===== src/rtl/max_reduce_ctrl.sv =====
// Frame-based max reduction controller: streams len words through one shared
// unsigned greater-than/select datapath and reports the maximum and its first index.

module max_reduce_dp #(
  parameter int W = 32
) (
  input  logic [W-1:0] a,
  input  logic [W-1:0] b,
  output logic         gt,
  output logic [W-1:0] mx
);
  // Strict compare: equal operands select b, so ties keep the accumulator.
  assign gt = (a > b);
  assign mx = gt ? a : b;
endmodule

module max_reduce_ctrl #(
  parameter int W  = 32,
  parameter int LW = 16
) (
  input  logic          clk,
  input  logic          rst,
  input  logic          start,
  input  logic [LW-1:0] frame_len,
  input  logic          in_valid,
  output logic          in_ready,
  input  logic [W-1:0]  in_data,
  output logic          out_valid,
  input  logic          out_ready,
  output logic [W-1:0]  out_max,
  output logic [LW-1:0] out_idx,
  output logic          busy
);

  typedef enum logic [1:0] {IDLE, ACCUM, OUT} state_t;

  state_t        r_state;
  logic [LW-1:0] r_len;
  logic [LW-1:0] r_count;
  logic [W-1:0]  r_acc;
  logic [LW-1:0] r_idx;
  logic [W-1:0]  r_out_max;
  logic [LW-1:0] r_out_idx;

  logic          w_gt;
  logic [W-1:0]  w_max;
  logic          w_first;
  logic          w_last;
  logic          w_beat;
  logic [W-1:0]  w_nxt_acc;
  logic [LW-1:0] w_nxt_idx;

  max_reduce_dp #(.W(W)) u_dp (
    .a  (in_data),
    .b  (r_acc),
    .gt (w_gt),
    .mx (w_max)
  );

  assign w_first   = (r_count == '0);
  assign w_last    = (r_count == r_len - LW'(1));
  assign w_beat    = in_valid && in_ready;
  assign w_nxt_acc = w_first ? in_data : w_max;
  assign w_nxt_idx = w_first ? '0 : (w_gt ? r_count : r_idx);

  assign in_ready  = (r_state == ACCUM);
  assign out_valid = (r_state == OUT);
  assign busy      = (r_state != IDLE);
  assign out_max   = r_out_max;
  assign out_idx   = r_out_idx;

  always_ff @(posedge clk) begin
    if (rst) begin
      r_state   <= IDLE;
      r_len     <= '0;
      r_count   <= '0;
      r_acc     <= '0;
      r_idx     <= '0;
      r_out_max <= '0;
      r_out_idx <= '0;
    end else begin
      case (r_state)
        IDLE: begin
          if (start) begin
            if (frame_len != '0) begin
              r_len   <= frame_len;
              r_count <= '0;
              r_state <= ACCUM;
            end else begin
              r_out_max <= '0;
              r_out_idx <= '0;
              r_state   <= OUT;
            end
          end
        end
        ACCUM: begin
          if (w_beat) begin
            r_count <= r_count + LW'(1);
            r_acc   <= w_nxt_acc;
            r_idx   <= w_nxt_idx;
            // Result is taken from the next-state values so the final beat counts.
            if (w_last) begin
              r_out_max <= w_nxt_acc;
              r_out_idx <= w_nxt_idx;
              r_state   <= OUT;
            end
          end
        end
        OUT: begin
          if (out_ready) r_state <= IDLE;
        end
        default: r_state <= IDLE;
      endcase
    end
  end

endmodule

===== config.mk =====
export PLATFORM = sky130hd
export DESIGN_NAME = max_reduce_ctrl
export DESIGN_NICKNAME = d
export VERILOG_FILES = /design/src/rtl/max_reduce_ctrl.sv
export SDC_FILE = /design/constraint.sdc
export NUM_CORES = 1
export LEC_CHECK = 0
export CAP_MARGIN = 20
export CORE_MARGIN = 1
export CORE_UTILIZATION = 57
export CTS_BUF_LIST = sky130_fd_sc_hd__clkbuf_4
export CTS_CLUSTER_DIAMETER = 50
export DETAILED_ROUTE_END_ITERATION = 16
export PLACE_DENSITY = 0.83
export SYNTH_ARGS = -nofsm -noshare
export SYNTH_HDL_FRONTEND = slang
export SYNTH_SLANG_ARGS = --single-unit

===== constraint.sdc =====
create_clock -name clk -period 3.63 [get_ports clk]
set_clock_uncertainty 0.1 [all_clocks]
set_input_delay 0.726 -clock clk [delete_from_list [all_inputs] [get_ports clk]]
set_output_delay 0.726 -clock clk [all_outputs]
set_load 0.01 [all_outputs]

; Yosys cells after proc, flatten, opt, wreduce, memory -nomap -nowiden
; Cells that the tools add are included.
[totals]
input_bits = 53
register_bits = 130
out_inout_bits = 51
wordCells = 54
[classes]
n_lt_le_gt_ge = 1
eq_ne = 9
reduce_logical = 11
n_mux = 24
addsub = 2
[op_table]
columns = op, count
row1 = two-way mux 32 bit, 6
row2 = two-way mux 16 bit, 9
row3 = one-hot mux 16 bit (2 select lines), 2
row4 = one-hot mux 32 bit (2 select lines), 1
row5 = greater-than comparator 32 bit, 1
row6 = adder 16 x 1 -> 16 bit (second input constant), 1
row7 = == test 16 bit, 1
row8 = zero test 16 bit, 1
row9 = nonzero test 16 bit, 1
row10 = subtractor 16 x 1 -> 16 bit (second input constant), 1
row11 = two-way mux 2 bit, 5
row12 = AND reduction 4 bit, 2
row13 = inequality test 2 x 1 -> 1 bit (second input constant), 3
row14 = inequality test 2 bit (second input constant), 3
row15 = one-hot mux 2 bit (3 select lines), 1
row16 = AND reduction 5 bit, 1
row17 = nonzero test 2 bit, 2
row18 = AND reduction 3 bit, 1
row19 = == test 2 x 1 -> 1 bit (second input constant), 1
row20 = == test 2 bit (second input constant), 1
row21 = zero test 2 bit, 1
row22 = AND reduction 2 bit, 1
row23 = logical AND 1 bit, 1

; Longest topological paths before layout
; Gate-level depths: netlist (run 1).
[depth]
ltp_word = 6
mapped_depth = 13
depth_no_buf = 9

; Modules after synthesis
; Synthesis (run 1) repeated with hierarchy kept, for this count alone.
[hier_totals]
cells_unflattened = 1010
area_unflattened_um2 = 8252.9
[by_module_without_submodules]
columns = module, cells_each, seq_area_each_um2, area_each_um2, n_inst
row1 = max_reduce_ctrl, 860, 2602.5, 7029.2, 1
row2 = max_reduce_dp, 150, 0.0, 1223.7, 1

; Least setup slack after synthesis (run 1)
; OpenSTA, ideal clock, no wires.
[synth_path]
kind = input-to-reg
startpoint = input in_data[10]
endpoint = register r_acc[23]
arrival_time_ns = 3.115
t_required_ns = 3.401
path_slack_ns = 0.286
path_stages = 11
n_path_buf = 3
path_cell_list = ha_1 -> a21o_1 -> a2111oi_0 -> o31ai_1 -> or3_1 -> clkbuf_1 -> o211a_1 -> clkbuf_1 -> clkbuf_1 -> o2111ai_1 -> o31ai_1
[synth_between]
elab_chain_len = 3
[synth_lines]
columns = item, line
row1 = "start, declared", 27  ; input logic [W-1:0] in_data,
row2 = greater-than comparator 32 bit, 13  ; assign gt = (a > b);
row3 = two-way mux 32 bit, 14  ; assign mx = gt ? a : b;
row4 = two-way mux 32 bit, 63  ; assign w_nxt_acc = w_first ? in_data : w_max;
row5 = "end signal, assigned", 99  ; r_acc <= w_nxt_acc;
row6 = "end, declared", 40  ; logic [W-1:0] r_acc;
; Every way passes these cells.
; A chain may end at the register's enable or synchronous reset.

; Final worst setup path (run 1)
[layout_path]
startpoint = input in_data[10]
endpoint = register r_out_max[5], in the netlist out_max[5]
[layout_between]
elab_chain_len = 6
[layout_lines]
columns = item, line
row1 = greater-than comparator 32 bit, 13
row2 = two-way mux 32 bit, 14
row3 = two-way mux 32 bit, 63
row4 = two-way mux 32 bit, 102  ; if (w_last) begin
row5 = two-way mux 32 bit, 97  ; if (w_beat) begin
row6 = one-hot mux 32 bit (2 select lines), 82  ; case (r_state)
row7 = "end signal, assigned", 103  ; r_out_max <= w_nxt_acc;
row8 = "end, declared", 42  ; logic [W-1:0] r_out_max;
; Every way passes these cells. The select of a mux whose other input is x is not followed.

==> results of run 1 <==
[synth_stat cells, drive strengths merged, types with 17 or more instances]
cell type and number:
a21oi 27, a22o 32, and2 17, clkbuf 70, dfxtp 130, ha 35
inv 44, mux2i 33, nand2 65, nand4 17, nor2 47, o2111ai 63
o311ai 31, o31ai 33
[worst max path at each step]
stage / slack [ns] / endpoint / depth (start not counted) / from
floorplan: 0.29 / r_acc[23]$_SDFFE_PP0P_ / 11 / in_data[10]
global placement: -0.24 / out_max[10]$_SDFFE_PP0P_ / 10 / in_data[10]
detailed placement: -0.37 / out_max[3]$_SDFFE_PP0P_ / 10 / in_data[10]
CTS: 0.22 / out_max[5]$_SDFFE_PP0P_ / 10 / in_data[10]
global route: 0.03 / out_max[13]$_SDFFE_PP0P_ / 10 / in_data[10]
finish: 0.19 / out_max[5]$_SDFFE_PP0P_ / 10 / in_data[10]
[cell families (layout without fill, tap and decap cells)]
| logic type | after synthesis | in the layout | share of synthesized area |
|---|---|---|---|
| buffers and inverters | 127 | 223 | 0.07195 |
| AOI/OAI and AO/OA | 258 | 258 | 0.2798 |
| DFF | 130 | 130 | 0.3555 |
| muxes | 34 | 34 | 0.04666 |
| xor gates and xnor gates | 27 | 27 | 0.03230 |
| and+or+nand+nor | 224 | 224 | 0.1540 |
| adders and majority gates | 35 | 35 | 0.05982 |
[registers in the layout (all words and copies together) (netlist names)]
name	count
out_idx	16
r_state	2
r_idx	16
r_acc	32
out_max	32
r_len	16
r_count	16
[report_power, final]
group / internal (W) / switching, W
clock: 0.000539 / 0.000550
combinational: 0.000289 / 0.000397
sequential: 0.00146 / 0.0000307
[through the flow]
| stage | area (µm²) | TNS, ns | util | worst slack (ns) | power (W) |
|---|---|---|---|---|---|
| floorplan | 7321 | 0 | - | 0.2857 | 0.001932 |
| global placement | 8643 | -15.73 | 0.6877 | -0.2423 | 0.002168 |
| detailed placement | 8643 | -20.59 | 0.6877 | -0.3671 | 0.002197 |
| CTS | 8946 | 0 | 0.7118 | 0.2181 | 0.003270 |
| global route | 8946 | 0 | 0.7118 | 0.03311 | 0.003418 |
| finish | 8946 | 0 | 0.7118 | 0.1860 | 0.003269 |
[worst register-to-register path: stages (launching register included)]
cell       delay (ns)
dfxtp_1          0.41
inv_1            0.10
ha_1             0.16
nor3b_2          0.43
nand2_1          0.16
a2111oi_0        0.42
o22ai_1          0.21
nor4_1           0.35
buf_4            0.19
a311oi_4         0.12
buf_12           0.22
a22o_1           0.26
[per-layer routing]
layer,vias up,part of all wire,GRT usage
li1,3364,-,-
met2,306,0.51,0.5749
met3,55,0.062,0.07116
met5,-,0,0
met1,3427,0.40,0.3772
met4,0,0.026,0.1290
[final cells by class]
type,count,area [µm²],share of cell area
tap,172,215.2,0.02406
sequential,130,2603,0.2909
timing repair buffer,148,1451,0.1622
inverter,44,165.2,0.01846
clock buffer,18,135.1,0.01510
multi-input combinational,578,4209,0.4705
clock inverter,13,167.7,0.01874
==> out/results.ini, run 1 <==
[layout]
final_cells = 1103
diodes = 0
area_growth_pct = 22.20
drive_gt1_frac = 0.09345
layout_common_cells = dfxtp_1 (130), clkdlybuf4s50_1 (102), nand2_1 (65)
fin_nets = 1007
final_common_cell = dfxtp_1
n_fill_cell = 987

[synth]
ys_async_sr_fraction = 0
synth_nets = 923
synth.area.top_cells = dfxtp_1 (36%), o2111ai_1 (7.5%), ha_1 (6.0%)
yosysSeqAreaShare = 0.3555
ys_ff_latch = 130
ys.flop_type = dfxtp_1
avgSynthCellArea_um2 = 8.767
synth_edf_count = 0
synth_top_area_cell = dfxtp_1
netlist_area_um2 = 7321
synth_top_area_frac = 0.3555
synth_warnings = 0
syn_inst = 835
synth.distinct_cells = 59

[timing]
worst_pin_slew_ns = 0.6706
fmax_mhz = 290.4
hold_viol = 0
finalSetupViolations = 0
period_minus_slack_ns = 3.444
maxSlewHeadroom = 0.5488
rsz0062_at_grt = false
fin_crit_sh = 0.9488
whs_ns = 0.3781
drv_slew = 0

[clock_network]
h-tree-depth = 4
holdBufCountCts = 0
postCtsSetupBuffers = 0
clk_path_buf_depth = 2
clk_pin_slew_worst_paths_ns = 0.11
worstSkewPairLatency_ns = 0.57
cts_tree = yes
cts_root_buf = clkbuf_4
cts_buffers = 17
cts-resized-gates = 0
clock-sinks = 130

[critical_path]
worstSetupStartpointType = input port
critPathMaxFanout = 30
crit_arrival_ns = 3.85
r2r-start = r_len[0]$_SDFFE_PP0P_
max_stage_delay_ns = 0.47
critical_path_buf_inv_count = 2
crit_slowest_cell = a2111oi_0
crit_chain = clkdlybuf4s50_1 -> ha_1 -> a21o_1 -> a2111oi_0 -> o31ai_1 -> or3_1 -> o211a_2 -> buf_12 -> o311ai_0 -> a22o_1
cp.required_ns = 4.03
r2r_end = out_max[3]$_SDFFE_PP0P_
r2r_slack_ns = 0.42
crit_family = compound AO/OA/AOI/OAI gates
path_class = in -> reg
worstRegToRegCells = 11
endpoint_kind = register

[run]
max_cap_violations = 0

[drt]
drcViolationCount = 0
wirelength_um = 20710
viasPerCell = 6.484
drtPass1Iterations = 7
drtAntennaViolNets = 0
route.vias.total = 7152
wl_per_cell_um = 18.78
first_iter_violations = 533

[grt]
grt_usage = 0.3238
grt_pass1_wl_um = 33780
antenna_found_initial = 0
grt_overflow = 0
grt_max_degree = 62
first_global_vias = 6974

[worst_hold_path]
min_path_type = reg -> reg
hold_path.startpoint = out_idx[7]$_SDFFE_PP0P_
hold_end = out_idx[7]$_SDFFE_PP0P_
holdPathStages = 1

[placement]
placed_cells = 1072
dp_hpwl_um = 14390
place_congestion = 0.8699
io_buffers = 103

[die]
rows = 41
initial_utilization = 0.5825
design.core.area_um2 = 12570
die_area_um2 = 13300
ioPinCount = 104
chipHeight_um = 115.3
die_w_um = 115.3

[outcome]
status = finished, final reports clean

[power]
leakage_nw = 3.246
peakVddDrop_v = 0.0002869
cellPowerDensity_nw_per_um2 = 365.4

Note: power is estimated with default switching activity, not from simulation.
==> inputs of run 2 (changes only) <==
CORE_UTILIZATION = 58   (was 57)
SYNTH_HIERARCHICAL = 1   (was not set)
==> out/results.ini, run 2 <==
[grt]
grt_usage = 0.2973
antenna_found_initial = 1
grt_pass1_wl_um = 35160
grt_max_degree = 63
first_global_vias = 7401
grt_overflow = 0

[placement]
placed_cells = 1238
detailed_place.area_um2 = 9474
dp_hpwl_um = 14500
io_buffers = 103
place_congestion = 0.8874

[synth]
ys_ff_latch = 130
synth_nets = 1098
avgSynthCellArea_um2 = 8.171
ys.flop_type = dfxtp_1
yosysSeqAreaShare = 0.3153
synth_edf_count = 0
synth_commonest_cells = dfxtp_1 (130), nor2_1 (105), clkbuf_1 (73), a21oi_1 (71), nand2_1 (62)
synth_top_area_cell = dfxtp_1
netlist_area_um2 = 8253
synth_warnings = 6
synth.most_common_cell = dfxtp_1
synth_top_area_frac = 0.3153
synth.distinct_cells = 60
ys_async_sr_fraction = 0
synth.area.top_cells = dfxtp_1 (32%), ha_1 (5.3%), nor2_1 (4.8%)
syn_inst = 1010

[die]
design.core.area_um2 = 13880
chipHeight_um = 121.3
initial_utilization = 0.5946
rows = 43
die_area_um2 = 14710
ioPinCount = 104
die_w_um = 121.3

[outcome]
status = finished, final reports clean

[timing]
whs_ns = 0.4210
period_minus_slack_ns = 3.212
fin_crit_sh = 0.8850
worst_pin_slew_ns = 0.7394
fmax_mhz = 311.3
drv_slew = 0
maxSlewHeadroom = 0.5025
fin_tns_setup_ns = 0
hold_viol = 0
finalSetupViolations = 0
rsz0062_at_grt = false

[drt]
first_iter_violations = 542
wl_per_cell_um = 16.56
drtAntennaViolNets = 0
viasPerCell = 6.115
wirelength_um = 21050
route.vias.total = 7772
wl_met2_um = 10490
drtPass1Iterations = 5
drcViolationCount = 0
top_layer = met4
met1_length_um = 9098
wl_met3_um = 995

[critical_path]
crit_slowest_cell = or4_4
worstSetupStartpointType = register
crit_arrival_ns = 3.56
path_common_cell = or4_4
crit_family = simple AND/OR/NAND/NOR gates
cp.required_ns = 3.97
crit_chain = or4_4 -> or4_4 -> a2111o_1 -> o211ai_1 -> and4_1 -> buf_4 -> o21ai_0 -> a41o_1
r2r-start = r_len[4]$_SDFFE_PP0P_
max_stage_delay_ns = 0.57
path_depth = 8
critical_path_buf_inv_count = 1
critPathLaunch = r_len[4]$_SDFFE_PP0P_
worstRegToRegCells = 8
critPathMaxFanout = 22
path_class = reg -> reg
endpoint_kind = register

[worst_hold_path]
hold_path.startpoint = r_idx[4]$_SDFFE_PP0P_
holdPathStages = 2
min_path_type = reg -> reg

[layout]
layout_common_cells = dfxtp_1 (130), nor2_1 (104), clkdlybuf4s50_1 (102)
area_growth_pct = 18.68
drive_gt1_frac = 0.09908
seq_area_um2 = 2603
fin_nets = 1165
final_common_cell = dfxtp_1
n_fill_cell = 1080
multiInputGateArea_um2 = 5059
design_area_um2 = 9794
final_cells = 1271

[power]
p_sw_frac = 0.3071
cellPowerDensity_nw_per_um2 = 344.1
pwr-share-clk = 0.329
p_sw_w = 0.001035
seq_power_share = 0.448
power.internal_w = 0.002335
p_comb_frac = 0.223
power.total_w = 0.003371
leakage_nw = 3.489
peakVddDrop_v = 0.0001801

[clock_network]
clk_path_buf_depth = 2
holdBufCountCts = 0
cts_root_buf = clkbuf_4
cts-resized-gates = 0
clk_pin_slew_worst_paths_ns = 0.11
cts_tree = yes
cts_buffers = 17
postCtsSetupBuffers = 0
h-tree-depth = 4
worstSkewPairLatency_ns = 0.55
clock-sinks = 130

[run]
max_cap_violations = 0

## run 2: cell types whose count changed after synthesis, sizes merged, moves of 32 or more
cell and delta:
nand2b +34, o32ai +33, o2111ai -63, mux2 +47, a21oi +44, o21ai +63, a22o -32, nor2 +58
## run 2: final timing paths
path                                                  to  slack (ns)
worst max register to register  out_idx[15]$_SDFFE_PP0P_        0.42
worst min register to register     r_idx[4]$_SDFFE_PP0P_        0.42
worst min-delay path               r_idx[4]$_SDFFE_PP0P_        0.42
worst max-delay path            out_idx[15]$_SDFFE_PP0P_        0.42
## run 2: cell type report
| type | instances | area share |
|---|---|---|
| Inverter | 59 | 0.02261 |
| Clock buffer | 17 | 0.01303 |
| Timing Repair Buffer | 138 | 0.1395 |
| Antenna cell | 1 | 0.0002555 |
| Tap cell | 180 | 0.02299 |
| Multi-Input combinational cell | 731 | 0.5165 |
| Sequential cell | 130 | 0.2657 |
| Clock inverter | 15 | 0.01942 |
## run 2: metrics by stage
stage                     utilization  setup slack, ns
after floorplan                     -           0.1721
after global placement         0.6825          0.07200
after detailed placement       0.6825         -0.03658
after CTS                      0.7054           0.4417
after global routing           0.7056           0.2456
final                          0.7056           0.4175
## run 2: logic make-up after synthesis
group | synth area share
xor+xnor | 0.02971
mux | 0.1055
fa+ha+maj | 0.05306
buf+inv | 0.07489
compound gates | 0.2391
flops | 0.3153
simple gates | 0.1824
## run 2: power groups by stage
stage                     sequential [W]  combinational [W]  clock, W
after floorplan                  0.00152           0.000504         0
after global placement           0.00154           0.000722         0
after detailed placement         0.00154           0.000738         0
after CTS                        0.00151           0.000743   0.00112
after global routing             0.00152           0.000822   0.00118
final                            0.00151           0.000750   0.00111
## run 2: routing by layer
metal	vias to the layer above	global-route usage
met5	-	0
met4	0	0.1165
met3	40	0.06109
met2	210	0.5167
met1	3716	0.3559
li1	3806	-
## run 2: tightest hold or removal path, cell delays in order (launching register included)
cell,delay (ns)
dfxtp_1,0.35
a22oi_1,0.08
nor2_1,0.07
==> inputs of run 3 (changes only) <==
CORE_UTILIZATION = 50   (was 58)
PLACE_DENSITY = 0.73   (was 0.83)
REMOVE_ABC_BUFFERS = 1   (was not set)
==> out/results.ini, run 3 (synthesized netlist as in run 2, its figures left out) <==
[power]
peakVddDrop_v = 0.0001617
leakage_nw = 3.417
power.total_w = 0.003242
cellPowerDensity_nw_per_um2 = 333.6

[layout]
n_fill_cell = 1469
layout_common_cells = dfxtp_1 (130), nor2_1 (104), clkdlybuf4s50_1 (102)
fin_nets = 1152
area_growth_pct = 17.74
final_common_cell = dfxtp_1
final_util = 0.6073
drive_gt1_frac = 0.08635
final_cells = 1294

[timing]
maxSlewHeadroom = 0.3804
fin_tns_setup_ns = 0
worst_pin_slew_ns = 0.9260
drv_slew = 0
whs_ns = 0.4028
finalSetupViolations = 0
period_minus_slack_ns = 3.372
rsz0062_at_grt = false
fin_crit_sh = 0.9288
hold_viol = 0
fmax_mhz = 296.6

[grt]
grt_usage = 0.2513
first_global_vias = 6937
antenna_found_initial = 1
grt_max_degree = 102
grt_overflow = 0
grt_pass1_wl_um = 33840

[clock_network]
cts_root_buf = clkbuf_4
cts-resized-gates = 0
cts_buffers = 17
clock-sinks = 130
clk_pin_slew_worst_paths_ns = 0.11
h-tree-depth = 4
postCtsSetupBuffers = 0
worstSkewPairLatency_ns = 0.55
holdBufCountCts = 0
clk_path_buf_depth = 2
cts_tree = yes

[critical_path]
path_class = reg -> out
worstSetupStartpointType = register
endpoint_kind = output pin
cp.required_ns = 2.80
worstRegToRegCells = 8
critPathMaxFanout = 19
r2r_slack_ns = 0.49
r2r-start = r_len[4]$_SDFFE_PP0P_
crit_arrival_ns = 2.55
r2r_end = out_idx[0]$_SDFFE_PP0P_

[die]
die_w_um = 130.5
chipHeight_um = 130.5
rows = 46
design.core.area_um2 = 16000
ioPinCount = 104
die_area_um2 = 17020
initial_utilization = 0.5158

[drt]
wl_per_cell_um = 15.62
wirelength_um = 20220
first_iter_violations = 368
drcViolationCount = 0
route.vias.total = 7406
drtPass1Iterations = 5
viasPerCell = 5.723
drtAntennaViolNets = 0

[outcome]
status = finished, final reports clean

[placement]
io_buffers = 103
placed_cells = 1261
place_congestion = 0.8246
dp_hpwl_um = 13420

[worst_hold_path]
min_path_type = reg -> reg
hold_path.startpoint = r_len[15]$_SDFFE_PP0P_
hold_end = r_len[15]$_SDFFE_PP0P_
holdPathStages = 2

[run]
max_cap_violations = 0

## run 3: cell types whose count changed in the layout (fill, tap and decap cells not counted), moves of 2 or more
cell and change:
clkinvlp_4 -2, buf_4 -14, clkinv_1 +2, clkinv_2 +2
## run 3: cell type report
class | instances | area, µm² | area share
inverter | 59 | 221.5 | 0.02279
clock inverter | 14 | 145.1 | 0.01494
multi-input combinational | 731 | 5059 | 0.5206
clock buffer | 18 | 135.1 | 0.01391
timing repair buffer | 125 | 1281 | 0.1319
tap | 216 | 270.3 | 0.02781
sequential | 130 | 2603 | 0.2678
antenna | 1 | 2.502 | 0.0002575
## run 3: worst max path at each step
stage                                 end  cells past startpoint  slack (ns)                    start
CTS                              in_ready                      3        0.21  r_state[0]$_SDFFE_PP0P_
global route                     in_ready                      3        0.13  r_state[0]$_SDFFE_PP0P_
global placement    r_acc[4]$_SDFFE_PP0P_                     11        0.06              in_data[27]
finish                           in_ready                      3        0.26  r_state[0]$_SDFFE_PP0P_
floorplan           r_idx[0]$_SDFFE_PP0P_                      5       -1.10  r_state[0]$_SDFFE_PP0P_
detailed placement  r_acc[9]$_SDFFE_PP0P_                     11      -0.001              in_data[27]
## run 3: power breakdown
group          total [W]  internal [W]  leakage [nW]  switching (W)
combinational   0.000710      0.000308          2.21       0.000403
sequential       0.00151       0.00147          1.05      0.0000475
clock            0.00102      0.000469         0.151       0.000549
total            0.00324       0.00224          3.42       0.000999
## run 3: per-layer routing
layer,wire (µm),global-route usage,vias up
li1,-,-,3790
met1,9369,0.3190,3468
met2,9750,0.4337,124
met3,809,0.04479,24
met4,286,0.07708,0
met5,0,0,-
## run 3: critical path, stage by stage, from the launching register on
cell and delay, ns:
dfxtp_1 0.77, inv_1 0.50, nor2_1 0.18, clkdlybuf4s50_1 0.56
## run 3: metrics by stage
step / worst slack, ns / area (µm²)
floorplan: -1.100 / 7856
detailed placement: -0.001016 / 9434
CTS: 0.2133 / 9714
finish: 0.2584 / 9717
global placement: 0.05923 / 9434
global route: 0.1270 / 9717
